File: src/rtl/ram_bridge_pkg.sv
// Shared types for the line-to-beat RAM bridge: FSM encoding and beat indexing.
package ram_bridge_pkg;

    localparam int BEATS      = 4;
    localparam int BEAT_IDX_W = $clog2(BEATS);

    typedef logic [BEAT_IDX_W-1:0] beat_idx_t;

    typedef enum logic [2:0] {
        IDLE,
        ADDR,
        WBEATS,
        WAIT_ACK,
        RBEATS,
        DONE
    } state_t;

endpackage

File: src/rtl/ram_line_bridge_if.sv
// Bundle of the cache-side line port and the RAM-side beat port.
// slave is the bridge's view; master is the cache + RAM environment.
interface ram_line_bridge_if #(
    parameter int RAM_ADDR_SIZE = 13,
    parameter int RAM_WORD_SIZE = 16,
    parameter int LINE_WIDTH    = 64
);
    logic                     line_req;
    logic                     line_rnw;
    logic [RAM_ADDR_SIZE-1:0] line_addr;
    logic [LINE_WIDTH-1:0]    line_wdata;
    logic                     line_ready;
    logic [LINE_WIDTH-1:0]    line_rdata;
    logic                     line_done;
    logic                     line_err;
    logic [RAM_ADDR_SIZE-1:0] ram_addr;
    logic [RAM_WORD_SIZE-1:0] ram_wdata;
    logic                     ram_avalid;
    logic                     ram_rnw;
    logic [RAM_WORD_SIZE-1:0] ram_rdata;
    logic                     ram_ack;

    modport slave (
        input  line_req, line_rnw, line_addr, line_wdata, ram_rdata, ram_ack,
        output line_ready, line_rdata, line_done, line_err,
               ram_addr, ram_wdata, ram_avalid, ram_rnw
    );

    modport master (
        output line_req, line_rnw, line_addr, line_wdata, ram_rdata, ram_ack,
        input  line_ready, line_rdata, line_done, line_err,
               ram_addr, ram_wdata, ram_avalid, ram_rnw
    );
endinterface

File: src/rtl/ram_beat_shifter.sv
// Line register that shifts write beats out (low half-word first) and read beats in.
// Latency: one cycle per beat; wdata is the register's low word, line_rdata updates on commit.
// No backpressure: load/shift/commit strobes are obeyed unconditionally.
module ram_beat_shifter
    import ram_bridge_pkg::*;
#(
    parameter int RAM_WORD_SIZE = 16,
    parameter int LINE_WIDTH    = 64
) (
    input  logic                     ram_clk,
    input  logic                     ram_rst,
    input  logic                     load,
    input  logic [LINE_WIDTH-1:0]    load_data,
    input  logic                     shift,
    input  logic [RAM_WORD_SIZE-1:0] fill,
    input  logic                     commit,
    output logic [RAM_WORD_SIZE-1:0] wdata,
    output logic                     last_beat,
    output logic [LINE_WIDTH-1:0]    line_rdata
);
    localparam int NBEATS = LINE_WIDTH / RAM_WORD_SIZE;

    logic [LINE_WIDTH-1:0] line_q;
    logic [LINE_WIDTH-1:0] shifted;
    beat_idx_t             idx_q;

    // Writes shift in zeros, reads shift the RAM beat in at the top so that
    // after NBEATS shifts beat k sits at bits [16k+15:16k].
    assign shifted   = {fill, line_q[LINE_WIDTH-1:RAM_WORD_SIZE]};
    assign wdata     = line_q[RAM_WORD_SIZE-1:0];
    assign last_beat = (idx_q == beat_idx_t'(NBEATS - 1));

    always_ff @(posedge ram_clk) begin
        if (ram_rst) begin
            line_q     <= '0;
            idx_q      <= '0;
            line_rdata <= '0;
        end else begin
            if (load) begin
                line_q <= load_data;
                idx_q  <= '0;
            end else if (shift) begin
                line_q <= shifted;
                idx_q  <= idx_q + beat_idx_t'(1);
            end
            if (commit) begin
                line_rdata <= shifted;
            end
        end
    end

endmodule

File: src/rtl/ram_line_bridge.sv
// Converts whole-line fills/write-backs into the 16-bit RAM beat protocol with ack timeout.
// Latency: done 6 cycles after request with immediate ack, +1 per ack wait cycle.
// Backpressure: line_ready low while busy; line_req outside IDLE is ignored.
module ram_line_bridge
    import ram_bridge_pkg::*;
#(
    parameter int RAM_ADDR_SIZE = 13,
    parameter int RAM_WORD_SIZE = 16,
    parameter int LINE_WIDTH    = 64,
    parameter int TIMEOUT       = 255
) (
    input  logic             ram_clk,
    input  logic             ram_rst,
    ram_line_bridge_if.slave bus
);
    localparam int               CNT_W    = $clog2(TIMEOUT + 1);
    localparam logic [CNT_W-1:0] CNT_LAST = CNT_W'(TIMEOUT - 1);

    state_t                   state_q, state_d;
    logic [CNT_W-1:0]         cnt_q;
    logic                     load, shift, commit, timeout_hit, last_beat;
    logic [RAM_WORD_SIZE-1:0] fill;

    // ram_rnw holds the captured direction for the whole transfer.
    assign fill = bus.ram_rnw ? bus.ram_rdata : '0;

    ram_beat_shifter #(
        .RAM_WORD_SIZE (RAM_WORD_SIZE),
        .LINE_WIDTH    (LINE_WIDTH)
    ) u_shifter (
        .ram_clk    (ram_clk),
        .ram_rst    (ram_rst),
        .load       (load),
        .load_data  (bus.line_wdata),
        .shift      (shift),
        .fill       (fill),
        .commit     (commit),
        .wdata      (bus.ram_wdata),
        .last_beat  (last_beat),
        .line_rdata (bus.line_rdata)
    );

    always_ff @(posedge ram_clk) begin
        if (ram_rst) begin
            state_q <= IDLE;
        end else begin
            state_q <= state_d;
        end
    end

    always_comb begin
        state_d     = state_q;
        load        = 1'b0;
        shift       = 1'b0;
        commit      = 1'b0;
        timeout_hit = 1'b0;
        case (state_q)
            IDLE: begin
                if (bus.line_req) begin
                    load    = 1'b1;
                    state_d = ADDR;
                end
            end
            ADDR: begin
                if (bus.ram_rnw) begin
                    state_d = WAIT_ACK;
                end else begin
                    shift   = 1'b1;
                    state_d = WBEATS;
                end
            end
            WBEATS: begin
                if (last_beat) begin
                    state_d = WAIT_ACK;
                end else begin
                    shift = 1'b1;
                end
            end
            WAIT_ACK: begin
                if (bus.ram_ack) begin
                    if (bus.ram_rnw) begin
                        shift   = 1'b1;
                        state_d = RBEATS;
                    end else begin
                        state_d = DONE;
                    end
                end else if (cnt_q == CNT_LAST) begin
                    timeout_hit = 1'b1;
                    state_d     = DONE;
                end
            end
            RBEATS: begin
                shift = 1'b1;
                if (last_beat) begin
                    commit  = 1'b1;
                    state_d = DONE;
                end
            end
            DONE:    state_d = IDLE;
            default: state_d = IDLE;
        endcase
    end

    // Held at zero outside WAIT_ACK, so every wait starts counting from zero.
    always_ff @(posedge ram_clk) begin
        if (ram_rst || state_q != WAIT_ACK) begin
            cnt_q <= '0;
        end else if (!bus.ram_ack) begin
            cnt_q <= cnt_q + CNT_W'(1);
        end
    end

    // Outputs are registered from the next state so they line up with it.
    always_ff @(posedge ram_clk) begin
        if (ram_rst) begin
            bus.line_ready <= 1'b1;
            bus.line_done  <= 1'b0;
            bus.line_err   <= 1'b0;
            bus.ram_avalid <= 1'b0;
            bus.ram_rnw    <= 1'b1;
            bus.ram_addr   <= '0;
        end else begin
            bus.line_ready <= (state_d == IDLE);
            bus.line_done  <= (state_d == DONE);
            bus.line_err   <= timeout_hit;
            bus.ram_avalid <= (state_d == ADDR);
            if (load) begin
                bus.ram_addr <= bus.line_addr;
                bus.ram_rnw  <= bus.line_rnw;
            end
        end
    end

endmodule
File: src/flat_wrapper.sv
// flat-port wrapper written by rule: the top's interface ports become plain ports
module ram_line_bridge_flat import ram_bridge_pkg::*;
#(
    parameter int RAM_ADDR_SIZE = 13,
    parameter int RAM_WORD_SIZE = 16,
    parameter int LINE_WIDTH    = 64,
    parameter int TIMEOUT       = 255
)
  (ram_clk, ram_rst, bus_line_req, bus_line_rnw, bus_line_addr, bus_line_wdata, bus_ram_rdata, bus_ram_ack, bus_line_ready, bus_line_rdata, bus_line_done, bus_line_err, bus_ram_addr, bus_ram_wdata, bus_ram_avalid, bus_ram_rnw);
  ram_line_bridge_if #(.RAM_ADDR_SIZE(RAM_ADDR_SIZE), .RAM_WORD_SIZE(RAM_WORD_SIZE), .LINE_WIDTH(LINE_WIDTH)) bus_i ();
  input  logic ram_clk;
  input  logic ram_rst;
  input wire logic [$bits(bus_i.line_req)-1:0] bus_line_req;
  input wire logic [$bits(bus_i.line_rnw)-1:0] bus_line_rnw;
  input wire logic [$bits(bus_i.line_addr)-1:0] bus_line_addr;
  input wire logic [$bits(bus_i.line_wdata)-1:0] bus_line_wdata;
  input wire logic [$bits(bus_i.ram_rdata)-1:0] bus_ram_rdata;
  input wire logic [$bits(bus_i.ram_ack)-1:0] bus_ram_ack;
  output wire logic [$bits(bus_i.line_ready)-1:0] bus_line_ready;
  output wire logic [$bits(bus_i.line_rdata)-1:0] bus_line_rdata;
  output wire logic [$bits(bus_i.line_done)-1:0] bus_line_done;
  output wire logic [$bits(bus_i.line_err)-1:0] bus_line_err;
  output wire logic [$bits(bus_i.ram_addr)-1:0] bus_ram_addr;
  output wire logic [$bits(bus_i.ram_wdata)-1:0] bus_ram_wdata;
  output wire logic [$bits(bus_i.ram_avalid)-1:0] bus_ram_avalid;
  output wire logic [$bits(bus_i.ram_rnw)-1:0] bus_ram_rnw;
  assign bus_i.line_req = bus_line_req;
  assign bus_i.line_rnw = bus_line_rnw;
  assign bus_i.line_addr = bus_line_addr;
  assign bus_i.line_wdata = bus_line_wdata;
  assign bus_i.ram_rdata = bus_ram_rdata;
  assign bus_i.ram_ack = bus_ram_ack;
  assign bus_line_ready = bus_i.line_ready;
  assign bus_line_rdata = bus_i.line_rdata;
  assign bus_line_done = bus_i.line_done;
  assign bus_line_err = bus_i.line_err;
  assign bus_ram_addr = bus_i.ram_addr;
  assign bus_ram_wdata = bus_i.ram_wdata;
  assign bus_ram_avalid = bus_i.ram_avalid;
  assign bus_ram_rnw = bus_i.ram_rnw;
  ram_line_bridge #(.RAM_ADDR_SIZE(RAM_ADDR_SIZE), .RAM_WORD_SIZE(RAM_WORD_SIZE), .LINE_WIDTH(LINE_WIDTH), .TIMEOUT(TIMEOUT)) u_core (.ram_clk(ram_clk), .ram_rst(ram_rst), .bus(bus_i));
endmodule
File: config.mk
export PLATFORM = sky130hd
export DESIGN_NAME = ram_line_bridge_flat
export DESIGN_NICKNAME = d
export VERILOG_FILES = /design/src/rtl/ram_bridge_pkg.sv /design/src/rtl/ram_line_bridge_if.sv /design/src/rtl/ram_beat_shifter.sv /design/src/rtl/ram_line_bridge.sv /design/src/flat_wrapper.sv
export SDC_FILE = /design/constraint.sdc
export NUM_CORES = 1
export LEC_CHECK = 0
export ABC_CLOCK_PERIOD_IN_PS = 2700
export CAP_MARGIN = 40
export CORE_ASPECT_RATIO = 1.2
export CORE_UTILIZATION = 48
export CTS_CLUSTER_DIAMETER = 150
export DETAILED_ROUTE_END_ITERATION = 8
export PLACE_DENSITY = 0.81
export SLEW_MARGIN = 10
export SYNTH_ARGS = -nofsm -noshare
export SYNTH_HDL_FRONTEND = slang
export SYNTH_SLANG_ARGS = --single-unit
File: constraint.sdc
create_clock -name ram_clk -period 2.7 [get_ports ram_clk]
set_input_delay 0.27 -clock ram_clk [delete_from_list [all_inputs] [get_ports ram_clk]]
set_output_delay 0.27 -clock ram_clk [all_outputs]
set_load 0.03 [all_outputs]
**Word level (Yosys, flattened, before mapping)**

Index checks and enable logic that the tools add are counted.

- Register bits after elaboration: 159
- Bits of input ports: 98
- Output and inout port bits: 98
- Logic and storage cells: 50

- Add/subtract/negate cells: 2
- Equality and inequality tests: 9
- Mux-type cells: 21
- Bitwise logic cells: 1
- Reductions and logical operators: 6

Operators with widths:

| kind | number |
|---|---|
| 64-bit two-way mux | 2 |
| 16-bit two-way mux | 1 |
| 3-bit two-way mux | 5 |
| 3-bit case mux with 5 select lines | 1 |
| 1-bit two-way mux | 11 |
| 8-bit by 1-bit adder with 8-bit output (second input constant) | 1 |
| 8-bit == test (second input constant) | 1 |
| 3-bit by 1-bit == test with 1-bit output (second input constant) | 2 |
| 3-bit by 2-bit == test with 1-bit output (second input constant) | 2 |
| 3-bit == test (second input constant) | 2 |
| 3-bit zero test | 2 |
| 1-bit case mux with 4 select lines | 1 |
| 3-bit by 2-bit != test with 1-bit output (second input constant) | 1 |
| 3-bit OR reduction | 1 |
| 2-bit by 1-bit adder with 2-bit output (second input constant) | 1 |
| 2-bit == test (second input constant) | 1 |
| 2-bit nonzero test | 1 |
| 2-bit OR reduction | 1 |
| 1-bit logical OR | 1 |
| 1-bit NOT | 1 |

**Depth between registers and ports, before layout**

- Word-level depth: 5
- Depth in mapped cells: 8

**Hierarchy**

A second synthesis with hierarchy kept.

- Cells, all modules: 670
- Area, all modules: 6,755.2 µm²

By module, submodules not included:

| module | instances | cells each | area each (µm²) |
|---|---|---|---|
| ram_beat_shifter | 1 | 514 | 5,451.5 |
| ram_line_bridge | 1 | 156 | 1,303.8 |

**Worst setup path before layout**

OpenSTA, ideal clock, no wires.

- Path type: reg2reg
- From: register u_core.bus.ram_rnw
- To: register u_core.u_shifter.line_q[10]
- Arrival time: 1,976 ps
- Slack: 620 ps
- Stages on the path, launching flop included: 9
- Path buffers: 4
- Period minus slack after synthesis: 2,080 ps
- Cell sequence: dfxtp_1 -> buf_2 -> or3b_1 -> a31o_1 -> buf_2 -> and2_4 -> buf_6 -> buf_6 -> a2111oi_2

- Word-level cells in the longest chain between the ends: 4
- Elaborated cells between the ends (all ways): 5
- Classes of those cells: 4 x mux; 1 x reduce/logical

RTL lines:

| element | RTL line | text |
|---|---|---|
| from (decl) | ram_line_bridge_if.sv:26 | `ram_addr, ram_wdata, ram_avalid, ram_rnw` |
| from (signal assigned) | ram_line_bridge.sv:129 | `bus.ram_rnw <= bus.line_rnw;` |
| 1-bit two-way mux | ram_line_bridge.sv:81 | `if (bus.ram_rnw) begin` |
| 1-bit two-way mux | ram_line_bridge.sv:80 | `if (bus.ram_ack) begin` |
| 1-bit case mux with 4 select lines (*) | ram_line_bridge.sv:57 | `case (state_q)` |
| 2-bit nonzero test (no line) (*) | n/a |  |
| to (signal assigned) | ram_beat_shifter.sv:40 | `line_q <= load_data;` |
| to (signal assigned) | ram_beat_shifter.sv:43 | `line_q <= shifted;` |
| to (decl) | ram_beat_shifter.sv:23 | `logic [LINE_WIDTH-1:0] line_q;` |

Mark *: on every way between the ends. The rest lies on a longest branch, timed or not.
A chain may end at the register's enable or synchronous reset.

**Worst setup path in the final report**

- From: register u_core.state_q[1]
- To: register u_core.u_shifter.line_q[61]

- Word-level cells in the longest chain between the ends: 3
- Elaborated cells between the ends (all ways): 9
- Classes of those cells: 4 x eq/ne; 3 x mux; 2 x reduce/logical

RTL lines:

| element | RTL line | text |
|---|---|---|
| from (decl) | ram_line_bridge.sv:19 | `state_t state_q, state_d;` |
| from (signal assigned) | ram_line_bridge.sv:47 | `state_q <= state_d;` |
| 3-bit == test (tied with other cells) | ram_line_bridge.sv:57 |  |
| 1-bit case mux with 4 select lines / 1-bit two-way mux (equally long branches) | ram_line_bridge.sv:57 |  |
| 2-bit nonzero test (no line) / 64-bit two-way mux (equally long branches) | n/a |  |

Several ways; a longest one is shown, not always the timed one.

==> results.cfg <==
[global_routing]
grt_usage = 0.262
grt_pass1_vias = 5933
grt_max_degree = 70
grt_pass1_wl_um = 30500
gr-total-overflow = 0
grt_antenna_before_repair = 0

[outcome]
status = complete, but fails checks
violations = DRC

[timing]
timing.final.crit_period_ns = 2.19
fmax_mhz = 457
fin_setup_tns_ns = 0
finalCritPeriodShare = 0.810
hold_viol = 0
worst_slew_margin_rel = 0.496
clock-skew-final_ns = 0.00702
grt_setup_unrepaired = false
slew_violations = 0
setup_viol = 0
fin_ws_ns = 0.513
worst_pin_slew_ns = 0.756

[synth]
synthDistinctLibCells = 37
ys_ff_latch = 159
ys_seq_area_frac = 0.465
async_flop_share = 0
synth_area_per_cell_um2 = 8.47
yosysTopAreaCell = dfxtp_1
synth_most_common_cell = dfxtp_1
synth_area_leaders = dfxtp_1 (47%), a2111oi_2 (13%), a21oi_1 (9.4%)
synth_edf_count = 0
netlist_top_cells_count = dfxtp_1 (159), nand2_1 (146), nor2_1 (141), a21oi_1 (128), a2111oi_2 (60)
synth_top_area_frac = 0.465
synth_ff_type = dfxtp_1
synth.net_count = 909
syn_area_um2 = 6840
yosys_warnings = 0
synthCells = 808

[detailed_routing]
first_pass_iters = 8
ant_nets = 0
wl_per_cell_um = 17.2
wirelength_um = 19300
route.vias.total = 6323
routed_via_density = 5.62
drc = 26
drtIter0Drc = 438

[die]
die_area_um2 = 14700
core-area_um2 = 13900
io_pins = 196
die_y_um = 133
row_count = 47
dieWidth_um = 111
start_util = 0.493

[clock_tree]
htreeDepth = 4
root_buffer = clkbuf_16
worst_skew_pair.late_latency_ns = 0.42
cts_hold_buf = 0
cts_tree = yes
cts.sink_count = 159
cts_resized = 0
clock_path_buffers = 2
cts_setup_buffers = 0
numCtsBuffers = 17
clk_pin_slew_worst_paths_ns = 0.06

[power_and_ir_drop]
irDropWorstVdd_uv = 415
p_leak_nw = 3.28
power_density_nw_per_um2 = 682

[setup_path]
required_ns = 3.01
arrival_ns = 2.50
start_kind = flop
critPathMaxStageDelay_ns = 0.48
reg2reg_from = u_core.state_q[1]
critical_path_class = flop to flop
crit_chain = nor2_1 > and3_2 > buf_4 > nor2_1 > a2111oi_2
critPathTopFamily = simple AND/OR/NAND/NOR gates
cpMostUsedCell = nor2_1
worstRegToRegCells = 5
worstSetupEndpointType = flop
critPathBufInv = 1
slowest_stage = nor2_1
rrSetupSlack_ns = 0.51
reg2reg_to = u_core.u_shifter.line_q[61]
crit_path_max_fanout = 45

[worst_hold_path]
whs_path_depth = 2
holdPathEnd = u_core.state_q[2]
hold_class = input pin to flop
hp-start = ram_rst

[layout]
area_growth_pct = 36.6
antenna_cells = 0
utilization = 0.674
fillerInstances = 1107
drive_above_1_share = 0.117
fin_nets = 1043

[place]
place.gp.congestion = 0.806
io_buffers = 195
dp_hpwl_um = 12600
place_worst_setup_slack_ns = 0.504

[flow_run]
cap_violations = 0
-- cells in the final DEF, fill, tap and decap left out, drive strengths merged, types with 2 or more instances in the layout --
cell type	synthesis	routed
and3b	2	2
buf	34	13
clkinvlp	0	3
a31o	2	2
a2111oi	64	64
inv	4	4
nor3	2	2
xor2	6	6
nand2	146	146
nand3	22	22
ha	3	3
and3	2	2
nand4	3	3
clkbuf	58	21
nor2	141	141
clkinv	0	4
bufinv	0	3
a21oi	128	128
a22oi	16	16
clkdlybuf4s50	0	194
or3b	2	2
dfxtp	159	159
-- where the power goes --
group / internal [W] / switching, W
Clock: 0.00152 / 0.000951
Combinational: 0.000548 / 0.000683
Sequential: 0.00253 / 0.000149
Total: 0.00460 / 0.00178
-- how the worst max path moves through the flow --
stage	cells past startpoint	end	startpoint
finish	5	u_core.u_shifter.line_q[61]	u_core.state_q[1]
global route	5	u_core.u_shifter.line_q[42]	u_core.state_q[0]
CTS	5	u_core.u_shifter.line_q[61]	u_core.state_q[1]
detailed placement	6	u_core.u_shifter.line_q[2]	bus_ram_ack
global placement	5	u_core.u_shifter.line_q[0]	bus_ram_ack
floorplan	8	u_core.u_shifter.line_q[10]	u_core.bus.ram_rnw
-- metrics by stage --
| step | total power [W] | cell area, um^2 | hold slack (ns) | cells |
|---|---|---|---|---|
| after global routing | 0.00662 | 9350 | 0.320 | 1125 |
| after CTS | 0.00640 | 9350 | 0.291 | 1125 |
| after detailed placement | 0.00395 | 8740 | 0.447 | 1094 |
| final | 0.00638 | 9350 | 0.311 | 1125 |
| after floorplan | 0.00357 | 6840 | 0.393 | 808 |
| after global placement | 0.00391 | 8700 | 0.442 | 1092 |
-- worst register-to-register path: stages, from the launching register on --
cell       delay, ns
dfxtp_1         0.37
nor2_1          0.48
and3_2          0.28
buf_4           0.43
nor2_1          0.12
a2111oi_2       0.40
-- metal layers --
layer / global-route usage / vias up / wire length [um]
met5: 0 / - / 0
met4: 0.150 / 0 / 832
met3: 0.0724 / 48 / 1450
met2: 0.417 / 259 / 9060
met1: 0.318 / 2957 / 7980
li1: - / 3059 / -
-- state kept, by name (all words and copies together), names as in the netlist --
name and cells:
u_core.u_shifter.line_rdata 64, u_core.bus.ram_rnw 1, u_core.bus.ram_addr 13, u_core.u_shifter.line_q 64
u_core.state_q 3, u_core.bus.ram_avalid 1, u_core.bus.line_err 1, u_core.bus.line_done 1
u_core.cnt_q 8, u_core.bus.line_ready 1, u_core.u_shifter.idx_q 2
-- cell families after synthesis --
| group | share of synthesized area |
|---|---|
| compound gates | 0.260 |
| xor+xnor | 0.00896 |
| fa+ha+maj | 0.00549 |
| simple gates | 0.190 |
| buf+inv | 0.0706 |
| flops | 0.465 |
-- layout make-up --
| cell class | instances | area [um^2] | share of cell area |
|---|---|---|---|
| tap | 171 | 214 | 0.0229 |
| clock buffer | 21 | 470 | 0.0503 |
| inverter | 4 | 15.0 | 0.00161 |
| timing repair buffer | 207 | 2130 | 0.228 |
| clock inverter | 10 | 136 | 0.0146 |
| sequential | 159 | 3180 | 0.340 |
| multi-input combinational | 553 | 3200 | 0.342 |
Power figures use the tool's default switching activity.
